### src/rtl/fetch_pkg.sv
// Shared fetch-pipeline definitions: sequencer state encoding, reset PC default
// and the word-alignment helper used for branch targets.
package fetch_pkg;

  typedef enum logic {
    RUN  = 1'b0,
    PEND = 1'b1
  } seq_state_e;

  localparam logic [31:0] RESET_PC_DEFAULT = 32'd0;
  localparam logic [31:0] WORD_ALIGN_MASK  = 32'hFFFF_FFFC;

  function automatic logic [31:0] word_align(input logic [31:0] addr);
    return addr & WORD_ALIGN_MASK;
  endfunction

endpackage

### src/rtl/pc_front_seq_npc_mux.sv
// Next-PC priority select: taken branch, then held pending target, then the
// sequential PC back value. Redirect targets are forced to word alignment.
module npc_mux
  import fetch_pkg::*;
(
  input  logic        branch_taken,
  input  logic [31:0] branch_target,
  input  logic        pend_valid,
  input  logic [31:0] pend_target,
  input  logic [31:0] pc_back_in,
  output logic [31:0] npc,
  output logic        redirect
);

  always_comb begin
    npc      = pc_back_in;
    redirect = 1'b0;
    if (branch_taken) begin
      npc      = word_align(branch_target);
      redirect = 1'b1;
    end else if (pend_valid) begin
      npc      = word_align(pend_target);
      redirect = 1'b1;
    end
  end

endmodule

### src/rtl/pc_front_seq.sv
// PC-front register and redirect sequencer. Branches seen during a stall are
// held in PEND and applied when LE returns; each applied redirect flushes.
module pc_front_seq
  import fetch_pkg::*;
#(
  parameter logic [31:0] RESET_PC = RESET_PC_DEFAULT,
  parameter int          CNT_W    = 16
) (
  input  logic             clk,
  input  logic             reset,
  input  logic             LE,
  input  logic [31:0]      pc_back_in,
  input  logic             branch_taken,
  input  logic [31:0]      branch_target,
  output logic [31:0]      npc_out,
  output logic [31:0]      pc_front_out,
  output logic             redirect_pending,
  output logic             flush_out,
  output logic             align_fault,
  output logic [CNT_W-1:0] redirect_count
);

  seq_state_e       state_q, state_d;
  logic [31:0]      pend_target_q, pend_target_d;
  logic [31:0]      pc_front_q, pc_front_d;
  logic             flush_q, flush_d;
  logic             align_fault_q, align_fault_d;
  logic [CNT_W-1:0] redirect_count_q, redirect_count_d;

  logic [31:0] npc;
  logic        redirect;

  npc_mux u_npc_mux (
    .branch_taken  (branch_taken),
    .branch_target (branch_target),
    .pend_valid    (state_q == PEND),
    .pend_target   (pend_target_q),
    .pc_back_in    (pc_back_in),
    .npc           (npc),
    .redirect      (redirect)
  );

  always_ff @(posedge clk) begin
    if (reset) begin
      state_q          <= RUN;
      pend_target_q    <= 32'd0;
      pc_front_q       <= RESET_PC;
      flush_q          <= 1'b0;
      align_fault_q    <= 1'b0;
      redirect_count_q <= '0;
    end else begin
      state_q          <= state_d;
      pend_target_q    <= pend_target_d;
      pc_front_q       <= pc_front_d;
      flush_q          <= flush_d;
      align_fault_q    <= align_fault_d;
      redirect_count_q <= redirect_count_d;
    end
  end

  always_comb begin
    state_d          = state_q;
    pend_target_d    = pend_target_q;
    pc_front_d       = pc_front_q;
    flush_d          = 1'b0;
    align_fault_d    = branch_taken & (|branch_target[1:0]);
    redirect_count_d = redirect_count_q;
    if (LE) begin
      pc_front_d = npc;
      // A live branch outranks the pending target inside npc_mux, so a
      // collision in PEND is counted and flushed exactly once.
      if (redirect) begin
        state_d = RUN;
        flush_d = 1'b1;
        if (redirect_count_q != '1) begin
          redirect_count_d = redirect_count_q + CNT_W'(1);
        end
      end
    end else if (branch_taken) begin
      pend_target_d = word_align(branch_target);
      state_d       = PEND;
    end
  end

  always_comb begin
    npc_out          = npc;
    pc_front_out     = pc_front_q;
    redirect_pending = (state_q == PEND);
    flush_out        = flush_q;
    align_fault      = align_fault_q;
    redirect_count   = redirect_count_q;
  end

endmodule

### config.mk
export PLATFORM = sky130hd
export DESIGN_NAME = pc_front_seq
export DESIGN_NICKNAME = d
export VERILOG_FILES = /design/src/rtl/fetch_pkg.sv /design/src/rtl/pc_front_seq_npc_mux.sv /design/src/rtl/pc_front_seq.sv
export SDC_FILE = /design/constraint.sdc
export NUM_CORES = 1
export LEC_CHECK = 0
export BUFFER_PORTS_ARGS = -buffer_cell sky130_fd_sc_hd__buf_2
export CAP_MARGIN = 20
export CORE_AREA = 2 2 87 131
export CTS_CLUSTER_DIAMETER = 40
export DETAILED_ROUTE_END_ITERATION = 16
export DIE_AREA = 0 0 89 133
export GPL_ROUTABILITY_DRIVEN = 0
export GPL_TIMING_DRIVEN = 0
export PLACE_DENSITY = 0.64
export RECOVER_POWER = 50
export SLEW_MARGIN = 20
export SYNTH_ARGS = -nofsm -noshare
export SYNTH_HDL_FRONTEND = slang
export SYNTH_SLANG_ARGS = --single-unit
### constraint.sdc
create_clock -name clk -period 1.8 [get_ports clk]
set_input_delay 0.18 -clock clk [delete_from_list [all_inputs] [get_ports clk]]
set_output_delay 0.18 -clock clk [all_outputs]
set_load 0.02 [all_outputs]
==> qor.yml, run 1 <==
timing.max_cap.violations: 0
p_sw_mw: 1.23
intPower_mw: 3.19
synthCells: 447
violations: "setup timing"
io_pins: 151
dieHeight_um: 133
num_rows: 47
hold_violations: 0
async_flop_share: 0
slowest_delay_ns: 0.48
synth.net_count: 516
wl_um: 12000
synth_edf_count: 0
clockBufferDepth: 2
cts_tree: "built"
die_width_um: 89
tightestPinTransition_ns: 0.781
final_util: 0.469
fin_skew_ns: 0.00293
power_density_nw_per_um2: 871
cp_slowest_cell: "nor4_4"
drv_slew: 0
ant_nets: 0
area_growth_pct: 38.1
h-tree-depth: 3
relSlewSlack: 0.480
cts_sinks: 81
avgRoutedWirePerCell_um: 15.6
synth_seq_cells: 81
initial_utilization: 0.340
root_buffer: "clkbuf_16"
crit_type: "reg2reg"
hp-class: "in2reg"
dr.pass1.iters: 4
grt_setup_unrepaired: "yes"
ys_top_cells_by_area: "dfxtp_1 (44%), mux2i_1 (17%), nand2_1 (9.8%)"
yosys_warnings: 0
use_met2: 0.352
startpoint_type: "flop"
synthDistinctLibCells: 32
crit_chain: "nand4_1, nor4_4, buf_6, nor4b_4, mux2_4"
power.total_mw: 4.42
holdWs_ns: 0.0925
yosysSeqAreaShare: 0.441
diodes: 0
place_inst: 744
grt_overflow: 0
fin_cells: 770
cts_buffers: 9
hpwlAfterDp_um: 8750
timing.critical_path.fanout_max: 6
synth_top_area_share: 0.441
leakagePower_nw: 2.09
power_frac_comb: 0.163
worst_setup_path_end_kind: "flop"
grt_pass1_vias: 3770
sw_frac_of_total: 0.278
crit_required_ns: 2.02
synth.avg_cell_area_um2: 8.23
setup_violations: 2
final_common_cell: "buf_2"
dieArea_um2: 11800
fin_crit_sh: 1.01
globalRouteMet1Util: 0.225
track_usage: 0.199
drt_iter0_drc: 153
via_per_inst: 5.01
grtUsageMet3: 0.0437
grt_max_degree: 14
netlist_area_um2: 3680
ir_drop_uv: 484
worst_slack_ns: -0.0200
clk_pin_slew_ns: 0.06
synth_area_leader_cell: "dfxtp_1"
seqPwrFrac: 0.433
drc_errors: 0
drive_gt1_frac: 0.266
final_cell_mix: "buf_2 (102), nand2_1 (96), dfxtp_1 (70), clkbuf_1 (65), mux2i_1 (62)"
cp.arrival_ns: 2.04
fin_nets: 687
synth_ff_type: "dfxtp_1"
io_buffer_count: 150
core_um2: 10800
grt_pass1_wl_um: 18300
fmax_mhz: 549
grt.busiest_layer: "met2"
clk_latency_ns: 0.33
outcome: "finished, violations left"
grt_antenna_before_repair: 1
dp_slack_ns: -0.182
vias: 3859
clkPwrFrac: 0.404
min_period_ns: 1.82
-- final cells by class --
type                            count  area [µm²]
Buffer                             33         174
Clock buffer                       10         229
Clock inverter                      6        58.8
Fill cell                        1126        5740
Inverter                            2        7.51
Multi-Input combinational cell    330        2000
Sequential cell                    81        1650
Tap cell                          147         184
Timing Repair Buffer              161         774
-- worst paths after layout --
path                            slack [ns]  cells after the start                               to                       startpoint
worst max-delay path                 -0.02                      5  redirect_count[15]$_SDFFE_PP0P_  redirect_count[12]$_SDFFE_PP0P_
worst min-delay path                  0.09                      3   pend_target_q[15]$_SDFFE_PP0P_                branch_target[15]
worst max register to register       -0.02                      5  redirect_count[15]$_SDFFE_PP0P_  redirect_count[12]$_SDFFE_PP0P_
worst min register to register        0.45                      2    pend_target_q[3]$_SDFFE_PP0P_    pend_target_q[3]$_SDFFE_PP0P_
-- Yosys cell counts, drive strengths merged, types with 2 or more instances --
master	n
nand2	96
dfxtp	81
mux2i	62
nor2	42
a21oi	41
o21ai	37
clkbuf	24
buf	10
or4	6
nand3	5
nor2b	5
o31ai	5
mux2	4
nand2b	4
nand4	4
nor4b	3
or3	3
and2	2
inv	2
nor3	2
nor3b	2
nor4	2
-- critical path: cells and delay by family, from the launching register on --
family        cells  cell delay, ns
simple gates      3            0.75
mux               1            0.31
flops             1            0.42
buf+inv           1            0.22
-- per-layer routing --
layer,vias up,routed length (µm)
met1,1828,4740
met3,24,698
met5,-,12
li1,1867,-
met2,138,6300
met4,2,278
-- power by group through the flow --
stage                     clock network, mW  registers (mW)  logic [mW]
after floorplan                           0            2.01       0.367
after global placement                    0            1.95       0.703
after detailed placement                  0            1.95       0.717
after CTS                              1.83            1.91       0.726
after global routing                   1.92            1.92       0.786
final                                  1.79            1.91       0.720
-- cell families (layout without fill, tap and decap cells) --
| logic type | count (synthesis) | after routing | synth area share |
|---|---|---|---|
| AO/OA/AOI/OAI | 84 | 84 | 0.119 |
| buffers and inverters | 36 | 212 | 0.0391 |
| flip-flops | 81 | 81 | 0.441 |
| multiplexers | 66 | 66 | 0.181 |
| AND/OR/NAND/NOR | 179 | 179 | 0.216 |
| adder cells (fa/ha/maj) | 1 | 1 | 0.00340 |
-- per-stage QoR --
step | area, µm² | TNS [ns]
6_report | 5080 | -0.0272
4_1_cts | 5040 | -0.00247
3_5_place_dp | 4650 | -5.78
3_3_place_gp | 4650 | -4.39
2_1_floorplan | 3710 | 0
5_1_grt | 5080 | -0.232
-- sequential cells by signal, summed over array words and instances (netlist names) --
name,cells
pc_front_out,32
redirect_pending,1
pend_target_q,30
redirect_count,16
align_fault,1
flush_out,1
-- what timing repair did --
| action | in CTS | in global routing |
|---|---|---|
| hold endpoints to repair | 0 | 0 |
| setup buffers | 4 | 6 |
| pin swaps | 3 | 0 |
| gates resized for setup | 22 | 38 |
| cloned | 1 | 0 |
| hold buffers | 0 | 0 |
| endpoints found under the setup margin | 44 | 50 |
Power figures use the tool's default switching activity.
==> inputs of run 2 (changes only) <==
--- a/config.mk
+++ b/config.mk
@@ -13,6 +13,7 @@
 export DIE_AREA = 0 0 89 133
 export GPL_ROUTABILITY_DRIVEN = 0
 export GPL_TIMING_DRIVEN = 0
+export MAX_ROUTING_LAYER = met4
 export PLACE_DENSITY = 0.64
 export RECOVER_POWER = 50
 export SLEW_MARGIN = 20
==> qor.yml, run 2 (same netlist as run 1, synthesis figures left out) <==
grt_overflow: 0  # unchanged
hold_violations: 0  # unchanged
hpwlAfterDp_um: 8750  # unchanged
hold_buffers: 0  # unchanged
track_usage: 0.205  # +0.00600
initial_utilization: 0.340  # unchanged
fin_skew_ns: 0.00397  # +0.00104 ns
io_buffer_count: 150  # unchanged
timing.max_cap.violations: 0  # unchanged
largest_reg_flops: 32  # unchanged
grt_pass1_wl_um: 18400  # +0.19%
cts_buffers: 9  # unchanged
crit_type: "reg2reg"
fin_crit_sh: 0.998  # -0.0135
fin_nets: 683  # -0.58%
tightestPinTransition_ns: 0.777  # -0.00366 ns
dieHeight_um: 133  # unchanged
clk_latency_ns: 0.33  # about the same
final_common_cell: "buf_2"
final_cell_mix: "buf_2 (102), nand2_1 (96), dfxtp_1 (70), clkbuf_1 (65), mux2i_1 (62)"
crit_required_ns: 2.02  # about the same
holdWs_ns: 0.0915  # -0.00109 ns
fin_cells: 767  # -0.39%
io_pins: 151  # unchanged
final_util: 0.466  # -0.00301
cp.arrival_ns: 2.02  # -0.02 ns
power_density_nw_per_um2: 877  # +0.68%
avgRoutedWirePerCell_um: 15.6  # about the same
drc_errors: 0  # unchanged
leakagePower_nw: 2.07  # -0.97%
core_um2: 10800  # unchanged
grt_antenna_before_repair: 1  # unchanged
worst_setup_path_end_kind: "flop"
root_buffer: "clkbuf_16"
cts_sinks: 81  # unchanged
grt_pass1_vias: 3766  # -0.11%
wl_um: 12000  # -0.39%
fmax_mhz: 557  # +1.4%
h-tree-depth: 3  # unchanged
relSlewSlack: 0.482  # +0.00244
clockBufferDepth: 2  # unchanged
dr.pass1.iters: 4  # unchanged
cts_tree: "built"
place_inst: 744  # unchanged
outcome: "completed"
clk_pin_slew_ns: 0.06  # about the same
hp-class: "in2reg"
dieArea_um2: 11800  # unchanged
min_period_ns: 1.80  # -0.0243 ns
vias: 3840  # -0.49%
timing.critical_path.fanout_max: 6  # unchanged
area_growth_pct: 37.2
ant_nets: 0  # unchanged
grt_setup_unrepaired: "yes"
die_width_um: 89  # unchanged
startpoint_type: "flop"
ir_drop_uv: 483  # -0.22%
power.total_mw: 4.42  # about the same
grt_max_degree: 14  # unchanged
num_rows: 47  # unchanged
via_per_inst: 5.01  # -0.10%
drv_slew: 0  # unchanged
setup_violations: 0  # -2
drive_gt1_frac: 0.260  # -0.00636
drt_iter0_drc: 155  # +1.3%
## run 2: cell types whose count changed in the layout (fill, tap and decap cells not counted), sizes merged
cell	change
buf	-4
diode	+1
## run 2: final cells by class
type	instances	area, µm²
repair buffers	157	744
clock buffers	10	229
diodes	1	2.50
multi-input cells	330	2000
well taps	147	184
flip-flops and latches	81	1650
fillers	1126	5780
plain buffers	33	174
inverters	2	7.51
clock inverters	6	58.8
## run 2: power by group
group | internal, mW | leakage (nW) | total [mW] | switching, mW
Sequential | 1.87 | 0.669 | 1.91 | 0.0435
Clock | 1.06 | 0.136 | 1.79 | 0.727
Combinational | 0.255 | 1.27 | 0.717 | 0.462
## run 2: per-layer routing
layer,GRT usage,vias up,part of all wire
met5,-,-,0
met4,0.0771,0,0.017
met3,0.0412,15,0.054
met2,0.354,130,0.53
met1,0.228,1829,0.40
li1,-,1866,-
## run 2: timing repair
action / in CTS / in global routing
endpoints found under the setup margin: 44 / 50
pin swaps: 3 / 1
gates resized for setup: 22 / 37
cloned: 1 / 0
buffers inserted: 4 / 2
## run 2: final timing paths
kind	start	endpoint	slack (ns)	cells after the start
worst max-delay path	redirect_count[12]$_SDFFE_PP0P_	redirect_count[15]$_SDFFE_PP0P_	0.004	5
worst min-delay path	branch_target[15]	pend_target_q[15]$_SDFFE_PP0P_	0.09	3
worst max register to register	redirect_count[12]$_SDFFE_PP0P_	redirect_count[15]$_SDFFE_PP0P_	0.004	5
worst min register to register	pend_target_q[28]$_SDFFE_PP0P_	pend_target_q[28]$_SDFFE_PP0P_	0.45	2
## run 2: per-stage QoR
| stage | instance area [µm²] | setup WS [ns] | setup TNS, ns |
|---|---|---|---|
| global route | 5040 | -0.0696 | -0.259 |
| detailed placement | 4650 | -0.182 | -5.78 |
| floorplan | 3710 | 0.00392 | 0 |
| CTS | 5040 | -0.00247 | -0.00247 |
| global placement | 4650 | -0.137 | -4.39 |
| finish | 5040 | 0.00429 | 0 |
## run 2: worst max-delay path: stages (launching register included)
cell and delay (ns):
dfxtp_1 0.41, nand4_1 0.21, nor4_4 0.47, buf_6 0.22, nor4b_4 0.06, mux2_4 0.31
==> inputs of run 3 (changes only) <==
--- a/config.mk
+++ b/config.mk
@@ -5,16 +5,17 @@
 export SDC_FILE = /design/constraint.sdc
 export NUM_CORES = 1
 export LEC_CHECK = 0
+export ABC_AREA = 1
 export BUFFER_PORTS_ARGS = -buffer_cell sky130_fd_sc_hd__buf_2
 export CAP_MARGIN = 20
-export CORE_AREA = 2 2 87 131
+export CORE_AREA = 2 2 90 135
 export CTS_CLUSTER_DIAMETER = 40
 export DETAILED_ROUTE_END_ITERATION = 16
-export DIE_AREA = 0 0 89 133
+export DIE_AREA = 0 0 92 137
 export GPL_ROUTABILITY_DRIVEN = 0
 export GPL_TIMING_DRIVEN = 0
 export MAX_ROUTING_LAYER = met4
-export PLACE_DENSITY = 0.64
+export PLACE_DENSITY = 0.63
 export RECOVER_POWER = 50
 export SLEW_MARGIN = 20
 export SYNTH_ARGS = -nofsm -noshare
==> qor.yml, run 3 <==
async_flop_share: 0  # unchanged
synth_area_leader_cell: "dfxtp_1"
power_density_nw_per_um2: 889  # +1.4%
yosys_warnings: 0  # unchanged
violations: "setup timing"
clk_latency_ns: 0.34  # about the same
timing.critical_path.fanout_max: 10  # +4
grt_pass1_wl_um: 19500  # +6.0%
clockBufferDepth: 2  # unchanged
grt_antenna_before_repair: 0  # -1
setup_violations: 1  # +1
cts_buffers: 9  # unchanged
drv_slew: 0  # unchanged
holdWs_ns: 0.0464  # -0.0450 ns
worst_slack_ns: -0.00647  # -0.0108 ns
grt_max_degree: 15  # +1
final_common_cell: "buf_2"
final_util: 0.462  # -0.00384
min_period_ns: 1.81  # +0.0108 ns
fmax_mhz: 554  # -0.60%
synth_edf_count: 0  # unchanged
grt_pass1_vias: 4034  # +7.1%
diodes: 0  # -1
via_per_inst: 4.98  # -0.52%
grt_setup_unrepaired: "yes"
timing.max_cap.violations: 0  # unchanged
critPathLaunch: "redirect_pending$_SDFFE_PP0P_"
final_cell_mix: "buf_2 (108), dfxtp_1 (80), inv_1 (75), o21ai_0 (64), clkbuf_1 (59)"
cts_sinks: 81  # unchanged
root_buffer: "clkbuf_16"
drt_iter0_drc: 188  # +21%
hp-class: "in2reg"
netlist_area_um2: 3910  # +6.3%
core_um2: 11400  # +5.5%
r2r_start: "redirect_count[0]$_SDFFE_PP0P_"
grt_overflow: 0  # unchanged
io_buffer_count: 150  # unchanged
synth_common_cells: "dfxtp_1 (81), inv_1 (76), o21ai_0 (64)"
leakagePower_nw: 2.47  # +19%
crit_chain: "buf_8, or2_2, o211ai_1, o21a_1, inv_1, buf_2"
ir_drop_uv: 459  # -5.0%
cts_tree: "built"
tightestPinTransition_ns: 0.598  # -0.179 ns
synthDistinctLibCells: 25  # -22%
cp_slowest_cell: "dfxtp_4"
path_buf_inv: 3  # +2
synth_top_area_share: 0.415  # -0.0261
synth.avg_cell_area_um2: 7.24  # -12%
avgRoutedWirePerCell_um: 14.6  # -6.8%
synth.net_count: 609  # +18%
cp_top_family: "flip-flops"
yosysSeqAreaShare: 0.415  # -0.0261
worst_setup_path_end_kind: "output port"
dr.pass1.iters: 5  # +1
crit_type: "reg2out"
wl_um: 12600  # +4.8%
synth_seq_cells: 81  # unchanged
drive_gt1_frac: 0.265  # +0.00535
fin_skew_ns: 0.00576  # +0.00179 ns
hold_buffers: 0  # unchanged
hold_violations: 0  # unchanged
crit_required_ns: 1.62  # -0.40 ns
synth_ff_type: "dfxtp_1"
power.total_mw: 4.69  # +6.0%
slowest_delay_ns: 0.38  # -0.09 ns
outcome: "finished, violations left"
vias: 4293  # +12%
track_usage: 0.202  # -0.00334
ant_nets: 0  # unchanged
yosysMostFrequentCell: "dfxtp_1"
die_width_um: 92  # +3.4%
fin_nets: 776  # +14%
largest_reg_flops: 32  # unchanged
ys_top_cells_by_area: "dfxtp_1 (41%), o21ai_0 (8.2%), inv_1 (7.3%)"
synthCells: 540  # +21%
hpwlAfterDp_um: 9400  # +7.5%
drc_errors: 0  # unchanged
relSlewSlack: 0.600  # +0.118
area_growth_pct: 35.0
startpoint_type: "flop"
clk_pin_slew_ns: 0.06  # about the same
min_from: "reset"
dieHeight_um: 137  # +3.0%
dieArea_um2: 12600  # +6.5%
fin_crit_sh: 1.00  # +0.00597
io_pins: 151  # unchanged
num_rows: 48  # +2.1%
initial_utilization: 0.343  # +0.00270
h-tree-depth: 3  # unchanged
cp.arrival_ns: 1.63  # -0.39 ns
[run 3: cell types whose count changed in the layout (fill, tap and decap cells not counted), sizes merged, moves of 10 or more]
cell | before | now
mux2i | 62 | 0
o21ai | 37 | 65
buf | 118 | 128
nand2 | 96 | 39
clkbuf | 82 | 72
o21a | 0 | 30
o211ai | 0 | 30
nand3 | 5 | 52
or2 | 1 | 30
inv | 2 | 81
[run 3: path summary, 6_finish.rpt]
check | to | slack, ns | cells past startpoint
min reg2reg | pc_front_out[10]$_SDFFE_PP0P_ | 0.49 | 2
min | redirect_pending$_SDFFE_PP0P_ | 0.05 | 2
max | npc_out[18] | -0.006 | 6
max reg2reg | redirect_count[6]$_SDFFE_PP0P_ | 0.21 | 8
[run 3: per-stage QoR]
| stage | cells | instance area [µm²] | setup WS [ns] | setup TNS, ns |
|---|---|---|---|---|
| after detailed placement | 840 | 4850 | 0.136 | 0 |
| after CTS | 858 | 5220 | -0.0259 | -0.129 |
| after global placement | 840 | 4850 | 0.179 | 0 |
| after floorplan | 540 | 3910 | 0.261 | 0 |
| final | 862 | 5280 | -0.00647 | -0.00647 |
| after global routing | 862 | 5280 | -0.0788 | -1.14 |
[run 3: cells by family (layout without fill, tap and decap cells)]
| group | count (synthesis) | after routing | synth area share |
|---|---|---|---|
| flops | 81 | 81 | 0.415 |
| fa+ha+maj | 1 | 1 | 0.00320 |
| simple gates | 178 | 178 | 0.218 |
| compound gates | 166 | 166 | 0.251 |
| buf+inv | 114 | 286 | 0.113 |
[run 3: power by group]
part	total, mW	internal [mW]	switching (mW)	leakage, nW
sequential	1.94	1.89	0.0542	0.666
combinational	0.818	0.322	0.496	1.65
clock	1.93	1.16	0.768	0.148
[run 3: metal layers]
layer / track usage / up-vias / wire length (µm)
met3: 0.0413 / 24 / 935
met5: - / - / 0
met1: 0.230 / 1947 / 5010
li1: - / 2129 / -
met2: 0.350 / 193 / 6350
met4: 0.0738 / 0 / 257
[run 3: timing repair]
item / in CTS / in global routing
setup buffers: 2 / 4
setup endpoints to repair: 30 / 32
cloned: 0 / 0
gates resized for setup: 15 / 30
[run 3: layout make-up]
| class | instances | area [µm²] |
|---|---|---|
| Fill cell | 1221 | 6130 |
| Multi-Input combinational cell | 345 | 1860 |
| Sequential cell | 81 | 1630 |
| Timing Repair Buffer | 156 | 808 |
| Inverter | 81 | 304 |
| Clock buffer | 11 | 253 |
| Tap cell | 150 | 188 |
| Buffer | 33 | 179 |
| Clock inverter | 5 | 62.6 |
